==> config.mk <==
export PLATFORM = sky130hd
export DESIGN_NAME = array_scatter_flat
export DESIGN_NICKNAME = d
export VERILOG_FILES = /design/src/rtl/array_scatter_if.sv /design/src/rtl/array_scatter.sv /design/src/flat_wrapper.sv
export SDC_FILE = /design/constraint.sdc
export NUM_CORES = 1
export LEC_CHECK = 0
export ABC_AREA = 1
export CAP_MARGIN = 20
export CORE_MARGIN = 3
export CORE_UTILIZATION = 45
export DETAILED_ROUTE_END_ITERATION = 7
export PLACE_DENSITY = 0.84
export SETUP_SLACK_MARGIN = 0.15
export SLEW_MARGIN = 10
export SYNTH_ARGS = -nofsm -noshare
export SYNTH_HDL_FRONTEND = slang
export SYNTH_SLANG_ARGS = --single-unit
==> constraint.sdc <==
create_clock -name Clock -period 4.43 [get_ports Clock]
set_clock_uncertainty 0.15 [all_clocks]
set_input_delay 0.443 -clock Clock [delete_from_list [all_inputs] [get_ports Clock]]
set_output_delay 0.443 -clock Clock [all_outputs]
set_load 0.005 [all_outputs]
==> src/rtl/array_scatter_if.sv <==
// Bus bundle for array_scatter: narrow word input stream, frame select and
// flush controls, and the wide frame output with its own handshake.
//   Sel, Flush        : frame fill order / discard request (producer -> block)
//   In_Valid/In_Ready : narrow word handshake, In_Data carries the word
//   Out_Valid/Out_Ready: wide frame handshake, Output carries the frame
//   Count             : words accepted in the current frame
// The block uses the slave modport, the traffic source uses the master one.
interface array_scatter_if #(
    parameter int unsigned WORD_W    = 32,
    parameter int unsigned NUM_WORDS = 16
);
    localparam int unsigned CNT_W = $clog2(NUM_WORDS) + 1;
    localparam int unsigned OUT_W = WORD_W * NUM_WORDS;

    logic              Sel;
    logic              Flush;
    logic              In_Valid;
    logic              In_Ready;
    logic [WORD_W-1:0] In_Data;
    logic              Out_Valid;
    logic              Out_Ready;
    logic [OUT_W-1:0]  Output;
    logic [CNT_W-1:0]  Count;

    modport master (
        output Sel, Flush, In_Valid, In_Data, Out_Ready,
        input  In_Ready, Out_Valid, Output, Count
    );

    modport slave (
        input  Sel, Flush, In_Valid, In_Data, Out_Ready,
        output In_Ready, Out_Valid, Output, Count
    );
endinterface

==> src/rtl/array_scatter.sv <==
// Word-to-array assembler. Collects NUM_WORDS words of WORD_W bits from a
// valid/ready stream and scatters them into a wide frame register, filling
// slots ascending (order 0) or mirrored/descending (order 1). The order is
// taken from Sel on the first word of each frame and held for the rest.
// Ports:
//   Clock  : rising-edge clock
//   Resetn : synchronous active-low reset
//   bus    : array_scatter_if slave (Sel, Flush, In_*, Out_*, Output, Count)
module array_scatter #(
    parameter int unsigned WORD_W    = 32,
    parameter int unsigned NUM_WORDS = 16
) (
    input  logic            Clock,
    input  logic            Resetn,
    array_scatter_if.slave  bus
);
    localparam int unsigned IDX_W = $clog2(NUM_WORDS);
    localparam int unsigned CNT_W = IDX_W + 1;
    localparam int unsigned OUT_W = WORD_W * NUM_WORDS;

    typedef enum logic {
        FILL = 1'b0,
        FULL = 1'b1
    } state_t;

    state_t             state_q, state_d;
    logic [CNT_W-1:0]   cnt_q,   cnt_d;
    logic               sel_q,   sel_d;
    logic [OUT_W-1:0]   data_q,  data_d;

    logic               in_ready;
    logic               accept;
    logic               order;
    logic [IDX_W-1:0]   slot;

    // State and datapath registers; reset overrides flush, accept and release.
    always_ff @(posedge Clock) begin
        if (!Resetn) begin
            state_q <= FILL;
            cnt_q   <= '0;
            sel_q   <= 1'b0;
            data_q  <= '0;
        end else begin
            state_q <= state_d;
            cnt_q   <= cnt_d;
            sel_q   <= sel_d;
            data_q  <= data_d;
        end
    end

    // Next-state and slot-write logic.
    always_comb begin
        state_d = state_q;
        cnt_d   = cnt_q;
        sel_d   = sel_q;
        data_d  = data_q;
        accept  = bus.In_Valid && in_ready;
        // First word of a frame follows live Sel; later words the captured bit.
        order   = (cnt_q == '0) ? bus.Sel : sel_q;
        // NUM_WORDS is a power of two, so NUM_WORDS-1-k is the bitwise inverse of k.
        slot    = order ? ~cnt_q[IDX_W-1:0] : cnt_q[IDX_W-1:0];

        if (bus.Flush) begin
            // Flush wins over accept and release; partial words stay in data_q.
            state_d = FILL;
            cnt_d   = '0;
        end else begin
            case (state_q)
                FILL: begin
                    if (accept) begin
                        if (cnt_q == '0) begin
                            sel_d = bus.Sel;
                        end
                        for (int unsigned s = 0; s < NUM_WORDS; s++) begin
                            if (slot == IDX_W'(s)) begin
                                data_d[s*WORD_W +: WORD_W] = bus.In_Data;
                            end
                        end
                        cnt_d = cnt_q + CNT_W'(1);
                        if (cnt_q == CNT_W'(NUM_WORDS - 1)) begin
                            state_d = FULL;
                        end
                    end
                end
                FULL: begin
                    // Release; Count wraps here, never by increment.
                    if (bus.Out_Ready) begin
                        state_d = FILL;
                        cnt_d   = '0;
                    end
                end
                default: begin
                    state_d = FILL;
                end
            endcase
        end
    end

    // Outputs: In_Ready is combinational, the rest come straight from registers.
    always_comb begin
        in_ready      = (state_q == FILL) && !bus.Flush;
        bus.In_Ready  = in_ready;
        bus.Out_Valid = (state_q == FULL);
        bus.Output    = data_q;
        bus.Count     = cnt_q;
    end
endmodule

==> src/flat_wrapper.sv <==
// flat-port wrapper written by rule: the top's interface ports become plain ports
module array_scatter_flat 
#(
    parameter int unsigned WORD_W    = 32,
    parameter int unsigned NUM_WORDS = 16
)
  (Clock, Resetn, bus_Sel, bus_Flush, bus_In_Valid, bus_In_Data, bus_Out_Ready, bus_In_Ready, bus_Out_Valid, bus_Output, bus_Count);
  array_scatter_if #(.WORD_W(WORD_W), .NUM_WORDS(NUM_WORDS)) bus_i ();
  input  logic Clock;
  input  logic Resetn;
  input wire logic [$bits(bus_i.Sel)-1:0] bus_Sel;
  input wire logic [$bits(bus_i.Flush)-1:0] bus_Flush;
  input wire logic [$bits(bus_i.In_Valid)-1:0] bus_In_Valid;
  input wire logic [$bits(bus_i.In_Data)-1:0] bus_In_Data;
  input wire logic [$bits(bus_i.Out_Ready)-1:0] bus_Out_Ready;
  output wire logic [$bits(bus_i.In_Ready)-1:0] bus_In_Ready;
  output wire logic [$bits(bus_i.Out_Valid)-1:0] bus_Out_Valid;
  output wire logic [$bits(bus_i.Output)-1:0] bus_Output;
  output wire logic [$bits(bus_i.Count)-1:0] bus_Count;
  assign bus_i.Sel = bus_Sel;
  assign bus_i.Flush = bus_Flush;
  assign bus_i.In_Valid = bus_In_Valid;
  assign bus_i.In_Data = bus_In_Data;
  assign bus_i.Out_Ready = bus_Out_Ready;
  assign bus_In_Ready = bus_i.In_Ready;
  assign bus_Out_Valid = bus_i.Out_Valid;
  assign bus_Output = bus_i.Output;
  assign bus_Count = bus_i.Count;
  array_scatter #(.WORD_W(WORD_W), .NUM_WORDS(NUM_WORDS)) u_core (.Clock(Clock), .Resetn(Resetn), .bus(bus_i));
endmodule
==> summary.md <==
| Metric | Value |
|---|---|
| Post-detail-place hpwl | `about 50000 um` |
| Combinational power share | `under 10%` |
| Tcrit/Tclk final | `between 70 and 80%` |
| Max Slew Vio Count | `0` |
| CP Depth | `13` |
| FMAX | `~0.31 GHz` |
| Cts repair resizes | `0` |
| Global Route Usage Sum | `30.3%` |
| DIE WIDTH | `between 200 and 250 um` |
| MaxCap Viol Count | `0` |
| Post-DP Area | `0.0263 mm2` |
| Die Y | `about 220 um` |
| Worst path required time | `slightly below 5 ns` |
| CP arrival | `3.58 ns` |
| Part of the power in the clock network | `43.0%` |
| Pint | `approximately 0.0076 W` |
| Switching portion of total power | `between 20 and 30%` |
| Crit-path slowest cell | `clkinv_2` |
| HP Class | `input port to flop` |
| First drt pass iteration count | `6` |
| Largest net degree at the start of global routing | `roughly 150` |
| Total power | `slightly above 0.01 W` |
| Layout cells sized above 1 | `4.52%` |
| Drt total wl | `around 79000 um` |
| Fin. Hold Viols | `0` |
| Setup TNS | `0 ns` |
| Post-synth top area share | `a little under 50%` |
| Status | `completed` |
| ANT cells | `0` |
| WHS Endpoint | `u_core.bus.Output[420]` |
| Max VDD drop | `approximately 0.00029 V` |
| Switch Pwr | `between 0.002 and 0.003 W` |
| CP startpoint kind | `flop` |
| Starting density of the core | `between 40 and 50%` |
| #FFs+latches synth | `519` |
| Clk Latency, worst-skew pair | `0.58 ns` |
| Max transition margin | `between 20% and 30%` |
| Number of setup violations in the final report | `0` |
| Antenna viol nets, final | `0` |
| Htree depth | `2` |
| Fin nets | `between 3k and 4k` |
| CP Max Fanout | `51` |
| Core ar. | `between 0.04 and 0.05 mm2` |
| Power per cell area | `approximately 360 mW/mm2` |
| Synth Area per Inst | `approximately 7.1 um2` |
| Number of global-route vias before repair | `19.3k` |
| IO Port Bufs | `~560` |
| Warnings from Yosys | `0` |
| Tightest Pin Transition | `1.14 ns` |
| Root Buffer | `clkbuf_16` |
| Reg2Reg Depth | `13` |
| CTS Hold Bufs | `0` |
| Leakage power | `10.8 nW` |
| CP cell instances | `inv_1, ha_1, inv_1, nor2_1, nand3_2, nand3_2, nand2_2, nand2_4, clkinv_2, buf_4, nand3_1, nand2_1, nor2_1` |
| Worst flop-to-flop path endpoint | `u_core.bus.Output[22]` |
| FILL cells | `a little over 4k` |
| Crit. Startpoint | `u_core.bus.Count[0]` |
| R2R Path Start | `u_core.bus.Count[0]` |
| DR iter-0 viols | `between 2k and 2.5k` |
| Slowest Stage Delay on Critical Path | `just under 0.6 ns` |
| Distinct cells, synth | `24` |
| Sequential share of power | `between 40% and 50%` |
| Routability cong. | `approximately 0.86` |
| Ranking of synthesized cells by area | `dfxtp_1 49%, nor2_1 19%, nand3_1 12%, nand2_1 9.4%, buf_2 2.0%` |
| Hold path start | `Resetn` |
| Die ar. | `approximately 0.049 mm2` |
| Row cnt | `a little under 80` |
| CTS Buf Count | `51` |
| Hold Crit Depth | `3` |
| Crit path time final | `~3.2 ns` |
| Critical path class | `flop to flop` |
| CP top delay family | `buffers and inverters` |
| Critical path buffers and inverters | `4` |
| DRC Markers | `0` |
| Worst-path clk slew | `~0.060 ns` |
| Vias per std cell | `between 5 and 6` |
| Global-route wire length before repair | `117000 um` |
| Area growth from synthesis to layout | `33.0%` |
| R2R setup slack | `1.23 ns` |
| Grt total ovfl | `0` |
| DR vias | `roughly 21k` |
| CP Capture Type | `flop` |
| Finished Cell Area | `between 0.02 and 0.03 mm2` |
| Synth area leader | `dfxtp_1` |
| Hold slack | `0.276 ns` |
| Mapped Nets | `roughly 3k` |
| Post-synthesis sequential area ratio | `between 40 and 50%` |
| Clock buffer depth | `3` |
| Post-CTS setup buffers | `0` |
| WL/cell | `just under 20 um` |
| Unrepaired setup endpoints after global routing | `false` |
| Num Clock Sinks | `a little over 500` |
| Post-Synthesis Cells | `roughly 3k` |
| Initial antenna violation count | `0` |
| Io pins | `~560` |
| Syn Std Cell Area | `approximately 0.021 mm2` |
| CTS tree | `built` |
worst max-delay path by stage:
stage,endpoint
2_1_floorplan,u_core.bus.Output[288]
4_1_cts,u_core.bus.Output[92]
5_1_grt,u_core.bus.Output[92]
6_report,u_core.bus.Output[22]
3_3_place_gp,u_core.bus.Output[78]
3_5_place_dp,u_core.bus.Output[120]
synth_stat cells:
cell and number:
nor2_1 1036, nand2_1 528, nand3_1 524, dfxtp_1 519, buf_2 86, buf_1 75, inv_1 45, buf_4 42
buf_6 32, nor2_4 17, clkbuf_1 14, nand2_2 12, a21oi_1 5, nand3_4 4, ha_1 3, nand3_2 3
inv_2 2, nand2_4 2, nor2_2 2, o21ai_0 2, nand4_1 1, nor3_1 1, o22ai_1 1, xor2_1 1
state kept, by name (all words and copies together), names as in the netlist:
signal / flops
u_core.sel_q: 1
u_core.bus.Out_Valid: 1
u_core.bus.Output: 512
u_core.bus.Count: 5
cells in the final DEF (no fill, tap or decap), types with 7 or more instances in the layout:
| cell | count |
|---|---|
| nand3_1 | 524 |
| nand2_2 | 12 |
| clkbuf_16 | 51 |
| dfxtp_1 | 519 |
| nor2_1 | 1030 |
| clkbuf_8 | 12 |
| nand2_1 | 528 |
| buf_12 | 7 |
| nor2_4 | 24 |
| clkdlybuf4s50_1 | 555 |
| buf_4 | 21 |
| inv_1 | 45 |
| clkbuf_1 | 14 |
power groups by stage:
stage	Combinational, W	Sequential [W]	Clock (W)
floorplan	0.000549	0.00490	0
global placement	0.000928	0.00489	0
detailed placement	0.000938	0.00490	0
CTS	0.000944	0.00479	0.00436
global route	0.00103	0.00480	0.00454
finish	0.000962	0.00480	0.00434
cells by family (layout without fill, tap and decap cells):
family | count (synthesis) | after routing | share of synthesized area, %
AND/OR/NAND/NOR | 2130 | 2130 | 42.4
flip-flops | 519 | 519 | 49.5
buffers and inverters | 296 | 721 | 7.70
AO/OA/AOI/OAI | 8 | 8 | 0.197
adder cells (fa/ha/maj) | 3 | 3 | 0.179
XOR/XNOR | 1 | 1 | 0.0417
through the flow:
stage               setup slack, ns  util, %  cells
finish                         1.23     61.0   3982
global route                  0.953     61.0   3982
CTS                            1.27     60.9   3981
detailed placement             1.26     57.4   3893
global placement               1.26     57.3   3892
floorplan                      2.30        -   2957
per-layer routing:
layer / part of all wire (%) / vias up / GRT usage [%]
met2: 45 / 1280 / 46.8
li1: - / 10006 / -
met1: 39 / 9845 / 38.6
met3: 12 / 190 / 10.3
met5: 0 / - / 0
met4: 4.4 / 0 / 13.5
layout make-up:
type | instances | area [um2] | area share (%)
Clock buffer | 77 | 1490 | 5.35
Clock inverter | 11 | 145 | 0.520
Inverter | 47 | 178 | 0.636
Multi-Input combinational cell | 2142 | 9040 | 32.4
Sequential cell | 519 | 10400 | 37.2
Tap cell | 600 | 751 | 2.69
Timing Repair Buffer | 586 | 5920 | 21.2
worst reg2reg max path, stage by stage (launching register included):
cell	delay (ns)
dfxtp_1	0.39
inv_1	0.13
ha_1	0.15
inv_1	0.03
nor2_1	0.19
nand3_2	0.19
nand3_2	0.12
nand2_2	0.13
nand2_4	0.18
clkinv_2	0.58
buf_4	0.54
nand3_1	0.16
nand2_1	0.09
nor2_1	0.12
Note: power is estimated with default switching activity, not from simulation.
